[config.mk]
export PLATFORM = sky130hd
export DESIGN_NAME = fpga_cfg_loader
export DESIGN_NICKNAME = d
export VERILOG_FILES = /design/src/rtl/fpga_cfg_pkg.sv /design/src/rtl/cfg_wait_timer.sv /design/src/rtl/fpga_cfg_loader.sv
export SDC_FILE = /design/constraint.sdc
export NUM_CORES = 1
export LEC_CHECK = 0
export ABC_AREA = 1
export CORE_AREA = 5 5 276 278
export CTS_CLUSTER_DIAMETER = 30
export DETAILED_ROUTE_END_ITERATION = 12
export DIE_AREA = 0 0 281 283
export SLEW_MARGIN = 20
export SYNTH_ARGS = -nofsm -noshare
export SYNTH_HDL_FRONTEND = slang
export SYNTH_SLANG_ARGS = --single-unit
[constraint.sdc]
create_clock -name clock -period 2.2 [get_ports clock]
set_input_delay 0.22 -clock clock [delete_from_list [all_inputs] [get_ports clock]]
set_output_delay 0.22 -clock clock [all_outputs]
set_load 0.02 [all_outputs]
[src/rtl/fpga_cfg_pkg.sv]
// fpga_cfg_pkg: shared state encoding, default sizes and width helpers for the fabric config loader
package fpga_cfg_pkg;

   typedef enum logic [2:0] {IDLE, PRE, LOAD, WRITE, POST, FFW, RDYW, DONE} state_t;

   localparam int CFG_W_DEF    = 224;
   localparam int N_FRAMES_DEF = 245;

   function automatic int clog2_min1(input int v);
      return (v > 1) ? $clog2(v) : 1;
   endfunction

   function automatic int imax(input int a, input int b);
      return (a > b) ? a : b;
   endfunction

endpackage

[src/rtl/cfg_wait_timer.sv]
// cfg_wait_timer: loadable down-counter that parks at zero; done while the count is zero
module cfg_wait_timer #(
   parameter int W = 4
) (
   input  logic         clock,
   input  logic         rst_n,
   input  logic         load,
   input  logic [W-1:0] value,
   output logic         done
);

   logic [W-1:0] cnt;

   // load a fresh count on state entry, otherwise run down to zero and hold
   always_ff @(posedge clock or negedge rst_n)
      if (!rst_n) cnt <= '0;
      else if (load) cnt <= value;
      else if (cnt != '0) cnt <= cnt - 1'b1;

   assign done = (cnt == '0);

endmodule

[src/rtl/fpga_cfg_loader.sv]
// fpga_cfg_loader: streams bitstream frames into the fabric config pins, then enables flops and signals rdy
module fpga_cfg_loader
   import fpga_cfg_pkg::*;
#(
   parameter int CFG_W    = CFG_W_DEF,
   parameter int N_FRAMES = N_FRAMES_DEF,
   parameter int PRE_CYC  = 10,
   parameter int WR_CYC   = 1,
   parameter int POST_CYC = 10,
   parameter int FF_DLY   = 10,
   parameter int RDY_DLY  = 10,
   parameter int TIMEOUT  = 1024
) (
   input  logic                                clock,
   input  logic                                rst_n,
   input  logic                                start,
   input  logic                                abort,
   input  logic [CFG_W-1:0]                    s_data,
   input  logic                                s_valid,
   output logic                                s_ready,
   output logic [CFG_W-1:0]                    configs_in,
   output logic [N_FRAMES-1:0]                 configs_en,
   output logic                                ff_en,
   output logic                                rdy,
   output logic                                busy,
   output logic                                err,
   output logic [clog2_min1(N_FRAMES)-1:0]     frame_idx
);

   localparam int IW = clog2_min1(N_FRAMES);
   localparam int TW = clog2_min1(imax(imax(imax(PRE_CYC, WR_CYC), imax(POST_CYC, FF_DLY)), RDY_DLY));
   localparam int SW = clog2_min1(TIMEOUT);

   // a zero-length wait state is bypassed by entering its successor directly
   localparam state_t RDYW_ENT = (RDY_DLY > 0) ? RDYW : DONE;
   localparam state_t FFW_ENT  = (FF_DLY > 0) ? FFW : RDYW_ENT;
   localparam state_t POST_ENT = (POST_CYC > 0) ? POST : FFW_ENT;
   localparam state_t PRE_ENT  = (PRE_CYC > 0) ? PRE : LOAD;

   state_t         state, state_nxt;
   logic [SW-1:0]  stall_cnt;
   logic [TW-1:0]  t_val;
   logic           t_load, t_done, stall_to, start_ok, last;

   // next-state logic; abort overrides every other transition
   always_comb begin
      state_nxt = state;
      stall_to  = (state == LOAD) && !s_valid && (stall_cnt == SW'(TIMEOUT - 1));
      start_ok  = start && !abort && (state == IDLE || state == DONE);
      last      = (frame_idx == IW'(N_FRAMES - 1));
      case (state)
         IDLE, DONE: if (start) state_nxt = PRE_ENT;
         PRE:        if (t_done) state_nxt = LOAD;
         LOAD:       state_nxt = s_valid ? WRITE : stall_to ? IDLE : LOAD;
         WRITE:      if (t_done) state_nxt = last ? POST_ENT : LOAD;
         POST:       if (t_done) state_nxt = FFW_ENT;
         FFW:        if (t_done) state_nxt = RDYW_ENT;
         RDYW:       if (t_done) state_nxt = DONE;
         default:    state_nxt = IDLE;
      endcase
      if (abort) state_nxt = IDLE;
   end

   // the shared timer is reloaded with (length-1) whenever a new state is entered
   assign t_load = (state_nxt != state);
   assign t_val  = (state_nxt == PRE)   ? TW'(PRE_CYC - 1)  :
                   (state_nxt == WRITE) ? TW'(WR_CYC - 1)   :
                   (state_nxt == POST)  ? TW'(POST_CYC - 1) :
                   (state_nxt == FFW)   ? TW'(FF_DLY - 1)   :
                   (state_nxt == RDYW)  ? TW'(RDY_DLY - 1)  : '0;

   cfg_wait_timer #(.W(TW)) u_timer (
      .clock (clock),
      .rst_n (rst_n),
      .load  (t_load),
      .value (t_val),
      .done  (t_done)
   );

   // state register
   always_ff @(posedge clock or negedge rst_n)
      if (!rst_n) state <= IDLE;
      else state <= state_nxt;

   // frame index, captured frame, stall counter and sticky stall error
   always_ff @(posedge clock or negedge rst_n)
      if (!rst_n) begin
         frame_idx  <= '0;
         configs_in <= '0;
         stall_cnt  <= '0;
         err        <= 1'b0;
      end else begin
         if (state_nxt == IDLE) frame_idx <= '0;
         else if (state == WRITE && t_done) frame_idx <= last ? '0 : frame_idx + 1'b1;
         if (s_valid && s_ready) configs_in <= s_data;
         stall_cnt <= (state == LOAD && !s_valid) ? stall_cnt + 1'b1 : '0;
         if (stall_to && !abort) err <= 1'b1;
         else if (start_ok) err <= 1'b0;
      end

   assign s_ready    = (state == LOAD);
   assign configs_en = (state == WRITE) ? (N_FRAMES'(1) << frame_idx) : '0;
   assign ff_en      = (state == RDYW) || (state == DONE);
   assign rdy        = (state == DONE);
   assign busy       = (state != IDLE) && (state != DONE);

endmodule
==> metrics, run 1 <==
die area=between 0.07 and 0.08 mm²; initial core utilization=16.02%; Cells after Synth=approximately 1,200; Slew headroom=between 60 and 70%; initial antenna violation count=3; final wirelength=66,300 µm; final setup TNS=-44.89 ns; worst r2r src=frame_idx[0]$_DFFE_PN0P_; skew final=roughly 0.033 ns; Yosys warning count=0; # diodes=0; detailed router's first-iteration violation count=407; register area share after synthesis=between 50% and 60%; CP Launch Type=register; worst reg2reg path depth=17; status=finished with violations; Total GRT Usage=between 10% and 20%; CP Max Fanout=5; DP HPWL=between 50,000 and 60,000 µm; violated checks=setup timing; Final WS setup=-0.3839 ns; Layout Cells excl Fill=3,108; PD cells=~1100 mW/mm²; reg2reg end=u_timer.cnt[0]$_DFFE_PN0P_; Die W=~280 µm; layout cells sized above 1=a little over half; TritonCTS clock tree=done; FP Rows=100; CP max stage cell=dfrtp_1; count leader, synth=nor2_1; Arr. time, crit path=around 2.4 ns; Area Growth Syn to Fin=120.4%; final antenna-violating net count=0; fin crit share=117.4%; Vias per Instance=a little over 4; clock sink count=250; Avg Inst Size Synth=~10 µm²; Worst Setup End Kind=primary output; Core Footprint=about 0.074 mm²; global-route wire length before repair=just over 90,000 µm; critical path class=reg2out; clk root buf=clkbuf_16; die height=283 µm; crit path cell chain=inv_2, ha_4, buf_4, nand2_4, nor2_4, nand2_1, nor2_1, buf_4, inv_1, nor2_1, buf_4; EDFF count, synth=0; Main synth FF type=dfrtp_1; crit-path max cell delay=roughly 0.40 ns; vias in the first global route=13,740; Final Setup Violations=about 250; DRC=0; FMAX=~0.39 GHz; WL per Instance=approximately 21 µm; Tightest Hold Check Type=in2async; post-synthesis register bit count=250; grt ovf=0; max-slew violations=0; unrepaired setup endpoints after global routing=true; dominant cell type by area after synthesis=dfrtp_1; Placed Cells=~3,000; asr flop ratio synth=between 90% and 100%; io pins=711; max-cap violations=0; Yosys top cell area share=a little over half; global placer's final weighted congestion=approximately 0.99; Max Root-Sink Buffers=3; largest net degree at the start of global routing=61; H-tree levels=2; Netlist cell types=35; Fin. Hold Viols=0; Worst Max-Slew Pin Slew=0.5463 ns; TritonRoute pass-1 iters=5; top post-synthesis cells by area=dfrtp_1 53%, mux2_2 21%, nor2_1 8.8%, nand2_1 3.1%, inv_1 2.4%; mapped cell area=0.01181 mm²; power consumption=28.96 mW; Leakage=around 11 nW; CTS Buf Count=59; syn_nets=around 1,400; r2r setup slk=-0.07 ns; Worst-Skew Late Latency=approximately 0.58 ns; Final Critical Period=around 2.6 ns; Layout fillers=about 7,200; CP dominant cell by count=buf_4; DR vias=12,750; Port Buffer Count=710; clock transition at the registers of the reported paths=roughly 0.05 ns; top cells by count, synth=276 x nor2_1, 250 x dfrtp_1, 224 x mux2_2, 98 x nand2_1, 77 x inv_1; fin nets=~2,300; worst vdd ir=around 0.0011 V; CP required=1.98 ns
[power breakdown]
group | leakage [nW] | total [mW] | internal [mW] | switching (mW)
clock network | 1.01 | 9.31 | 6.37 | 2.95
logic | 6.53 | 11.7 | 5.98 | 5.72
registers | 3.06 | 7.95 | 6.74 | 1.21
total | 10.6 | 29.0 | 19.1 | 9.88
[state kept, by name, summed over array words and instances (netlist names)]
| name | count |
|---|---|
| frame_idx | 8 |
| u_timer.cnt | 4 |
| err | 1 |
| state | 3 |
| configs_in | 224 |
| stall_cnt | 10 |
[how the worst max path moves through the flow]
stage                     cells past startpoint                     start  slack [ns]               to
after CTS                                    13  frame_idx[1]$_DFFE_PN0P_       -0.41   configs_en[88]
after global routing                         13  frame_idx[0]$_DFFE_PN0P_       -0.52   configs_en[88]
after global placement                       11  frame_idx[0]$_DFFE_PN0P_       -0.52  configs_en[130]
after floorplan                               4  frame_idx[5]$_DFFE_PN0P_        0.17  configs_en[124]
after detailed placement                     11  frame_idx[1]$_DFFE_PN0P_       -0.44   configs_en[66]
final                                        11  frame_idx[0]$_DFFE_PN0P_       -0.38   configs_en[68]
[critical path: cells and delay by family (launching register included)]
kind / cells / cell delay [ns]
buf+inv: 5 / 0.66
simple gates: 5 / 0.60
flops: 1 / 0.40
fa+ha+maj: 1 / 0.15
[placed cells by master (no fill, tap or decap), drive strengths merged, types with 2 or more instances in the layout]
master and n:
dlygate4sd2 2, or2 3, clkbuf 68, ha 8, a211oi 2, bufbuf 5, nor4 5, a21oi 10
clkinv 17, nand2 105, clkdlybuf4s50 459, nor2 282, nand4 6, dfrtp 250, nor3b 5, bufinv 11
nor3 42, buf 466, o21ai 8, clkinvlp 12, nand3 50, and3 2, inv 86, mux2 224
[final cells by class]
class | instances | area, µm² | share of cell area (%)
Multi-Input combinational cell | 760 | 6619 | 25.44
Inverter | 84 | 362.8 | 1.395
Clock inverter | 42 | 604.3 | 2.323
Tap cell | 969 | 1212 | 4.660
Sequential cell | 250 | 6260 | 24.06
Timing Repair Buffer | 935 | 9410 | 36.17
Clock buffer | 68 | 1550 | 5.958
[routing by layer]
metal  routed length (µm)  GRT usage, %  share of wire [%]
met5                    0             0                  0
met4                 3286         5.962                5.0
met2                34610         29.53                 52
met3                 6011         5.080                9.1
met1                22390         15.56                 34
[timing repair]
| item | CTS | global route |
|---|---|---|
| resized for setup | 1294 | 277 |
| hold buffers | 1 | 0 |
| setup endpoints to repair | 262 | 264 |
| setup buffers | 41 | 19 |
| gates cloned | 7 | 0 |
| hold endpoints to repair | 93 | 0 |
| pin swaps | 61 | 80 |
[stage by stage]
stage               hold slack [ns]  util [%]  setup slack [ns]  area, µm²
global route                 0.1924     35.31           -0.5161      26020
CTS                          0.1371     33.82           -0.4110      24920
finish                       0.1605     35.31           -0.3839      26020
detailed placement           0.1960     28.96           -0.4361      21340
global placement             0.1935     28.96           -0.5170      21340
floorplan                  -0.07559         -            0.1729      11810
[cell families after synthesis]
family                     synth area share [%]
and+or+nand+nor                           17.84
buffers and inverters                     5.607
adders and majority gates                0.8479
AOI/OAI and AO/OA                         1.198
DFF                                       52.99
muxes                                     21.37
xor gates and xnor gates                 0.1484
Power figures use the tool's default switching activity.
==> inputs of run 2 (changes only) <==
SKIP_LAST_GASP = 1   (was default)
==> run 2 against run 1 <==
The run still ends with setup timing left. Setup slack lost 0.088 ns. Critical path depth grew 1. Core utilization grew 1.2 points. Register-to-register slack lost 0.14 ns. Clock skew shrank 0.0016 ns. Clock power is essentially flat. Die area is the same. Sequential power is essentially flat. Total power grew 1.0%. First-iteration DRC count grew 14%. Non-clock buffer count grew 31.
==> metrics, run 2 (synthesized netlist as in run 1, its figures left out) <==
largest net degree at the start of global routing=61 (unchanged); vias in the first global route=13,770 (+0.28%); met3 wire length=6579 µm (+9.4%); global placer's final weighted congestion=0.9886 (unchanged); layout cells sized above 1=54.79% (+2.3 points); worst vdd ir=0.001079 V (about the same); FMAX=0.3743 GHz (-3.3%); CP Max Fanout=4 (-1); Area Growth Syn to Fin=128.1%; final wirelength=70,470 µm (+6.3%); power consumption=29.27 mW (+1.0%); Final Setup Violations=252 (+1.6%); Top Metal Used=met4; Final Critical Period=2.671 ns (+0.08757 ns); violated checks=setup timing; max-slew violations=0 (unchanged); global-route wire length before repair=93,310 µm (-0.18%); routed metal-1 wirelength=23,260 µm (+3.9%); CP dominant cell by count=inv_2; # diodes=0 (unchanged); most flop-heavy register=configs_in; fin crit share=121.4% (+4.0 points); clock sink count=250 (unchanged); CP Launch Type=register; CTS Buf Count=59 (unchanged); unrepaired setup endpoints after global routing=true; detailed router's first-iteration violation count=465 (+14%); clock transition at the registers of the reported paths=0.04 ns (about the same); DR vias=13,120 (+2.9%); final antenna-violating net count=0 (unchanged); Leakage=11.00 nW (+3.9%); final hold slack=0.1604 ns (-0.00006600 ns); fin nets=2,358 (+1.3%); Fin. Hold Viols=0 (unchanged); Layout fillers=7,002 (-2.4%); commonest cells after routing, fill and taps aside=455 x clkdlybuf4s50_1, 268 x buf_4, 247 x dfrtp_1; Worst Setup End Kind=primary output; status=finished with violations; Total GRT Usage=15.52% (-0.021 points); Port Buffer Count=710 (unchanged); crit path cell chain=inv_2, ha_4, inv_4, nor2_4, inv_2, nor2_2, inv_2, buf_6, nor3_4, nand2_2, nor2_1, buf_4; CP delay by family, top=simple AND/OR/NAND/NOR gates; initial antenna violation count=3 (unchanged); H-tree levels=2 (unchanged); die area=0.07952 mm² (unchanged); Final WS setup=-0.4715 ns (-0.08757 ns); most common cell after layout, fill and taps aside=clkdlybuf4s50_1; WL per Instance=22.45 µm (+5.2%); max-cap violations=0 (unchanged); DP HPWL=50,930 µm (unchanged); crit-path max cell delay=0.41 ns (about the same); FP Rows=100 (unchanged); clk root buf=clkbuf_16; Largest regs=configs_in x224, stall_cnt x10, frame_idx x8; TritonCTS clock tree=done; final setup TNS=-59.78 ns (-14.90 ns); Vias per Instance=4.178 (+1.9%); Arr. time, crit path=2.45 ns (+0.09 ns); Max Root-Sink Buffers=3 (unchanged); CP max stage cell=dfrtp_1; Slew headroom=63.97% (+0.50 points); io pins=711 (unchanged); skew final=0.03185 ns (-0.001598 ns); Worst-Skew Late Latency=0.58 ns (about the same); Worst Max-Slew Pin Slew=0.5387 ns (-0.007506 ns); CP required=1.98 ns (about the same); grt ovf=0 (unchanged); Core Footprint=0.07370 mm² (unchanged); Die W=281 µm (unchanged); PD cells=1087 mW/mm² (-2.4%); Tightest Hold Check Type=in2async; initial core utilization=16.02% (unchanged); die height=283 µm (unchanged); TritonRoute pass-1 iters=5 (unchanged); critical path class=reg2out; Buf/Inv on CP=6 (+1); flip-flop count of the largest register after layout=224 (unchanged); DRC=0 (unchanged); Met2 Wirelength=36,610 µm (+5.8%)
## run 2: changes by cell type in the layout (fill, tap and decap cells not counted), sizes merged
cell / change
clkinv: +2
clkbuf: +5
buf: +29
clkdlybuf4s50: -4
dlymetal6s2s: +6
dlygate4sd2: -2
clkdlybuf4s15: -1
inv: -2
bufbuf: -2
## run 2: per-stage QoR
| step | setup slack [ns] | utilization, % | std cells | cell area, µm² |
|---|---|---|---|---|
| finish | -0.4715 | 36.54 | 3139 | 26930 |
| global route | -0.5647 | 36.54 | 3139 | 26930 |
| CTS | -0.4110 | 33.69 | 3093 | 24830 |
| detailed placement | -0.4361 | 28.96 | 2936 | 21340 |
| global placement | -0.5170 | 28.96 | 2936 | 21340 |
| floorplan | 0.1729 | - | 1165 | 11810 |
## run 2: layout make-up
class / count / area [µm²] / area share [%]
Clock inverter: 42 / 604.3 / 2.244
Timing Repair Buffer: 966 / 9920 / 36.84
Inverter: 84 / 380.4 / 1.413
Clock buffer: 68 / 1550 / 5.757
Multi-Input combinational cell: 760 / 7002 / 26.00
Sequential cell: 250 / 6260 / 23.25
Tap cell: 969 / 1212 / 4.502
## run 2: path summary, 6_finish.rpt
check,cells after the start,endpoint,slack (ns),from
max,12,configs_en[129],-0.47,frame_idx[1]$_DFFE_PN0P_
min,2,configs_in[186]$_DFFE_PN0P_,0.16,rst_n
max reg2reg,19,u_timer.cnt[3]$_DFFE_PN0P_,-0.21,frame_idx[1]$_DFFE_PN0P_
min reg2reg,1,stall_cnt[0]$_DFF_PN0_,0.49,stall_cnt[0]$_DFF_PN0_
max in group asynchronous,3,frame_idx[5]$_DFFE_PN0P_,1.25,rst_n
min in group clock,2,configs_in[183]$_DFFE_PN0P_,0.23,s_data[183]
## run 2: worst reg2reg max path, stage by stage, from the launching register on
cell	delay [ns]
dfrtp_1	0.41
inv_2	0.12
ha_4	0.16
buf_6	0.09
buf_6	0.11
nand2_8	0.06
nor2_4	0.14
buf_8	0.16
buf_12	0.12
nand2_8	0.07
nor2_4	0.15
nand2_4	0.08
nand2_4	0.09
nand2_4	0.06
nand2_2	0.07
nand2_2	0.06
nor2_4	0.11
nand2_4	0.10
nor2_4	0.12
a21oi_2	0.04
## run 2: power breakdown
group	switching (mW)	leakage, nW	internal (mW)	total, mW
sequential	1.20	3.06	6.74	7.95
clock	2.95	1.01	6.37	9.32
combinational	5.91	6.94	6.10	12.0
## run 2: timing repair
action,4_1_cts,5_1_grt
gates cloned,7,8
gates resized for setup,1238,473
hold endpoints to repair,93,0
setup endpoints to repair,262,264
pin swaps,57,130
setup buffers,41,47
hold buffers,1,0
## run 2: metal layers
metal  up-vias  GRT usage [%]
li1       5774              -
met1      6369          15.45
met2       764          29.32
met3       208          5.138
met4         0          6.427
met5         -              0
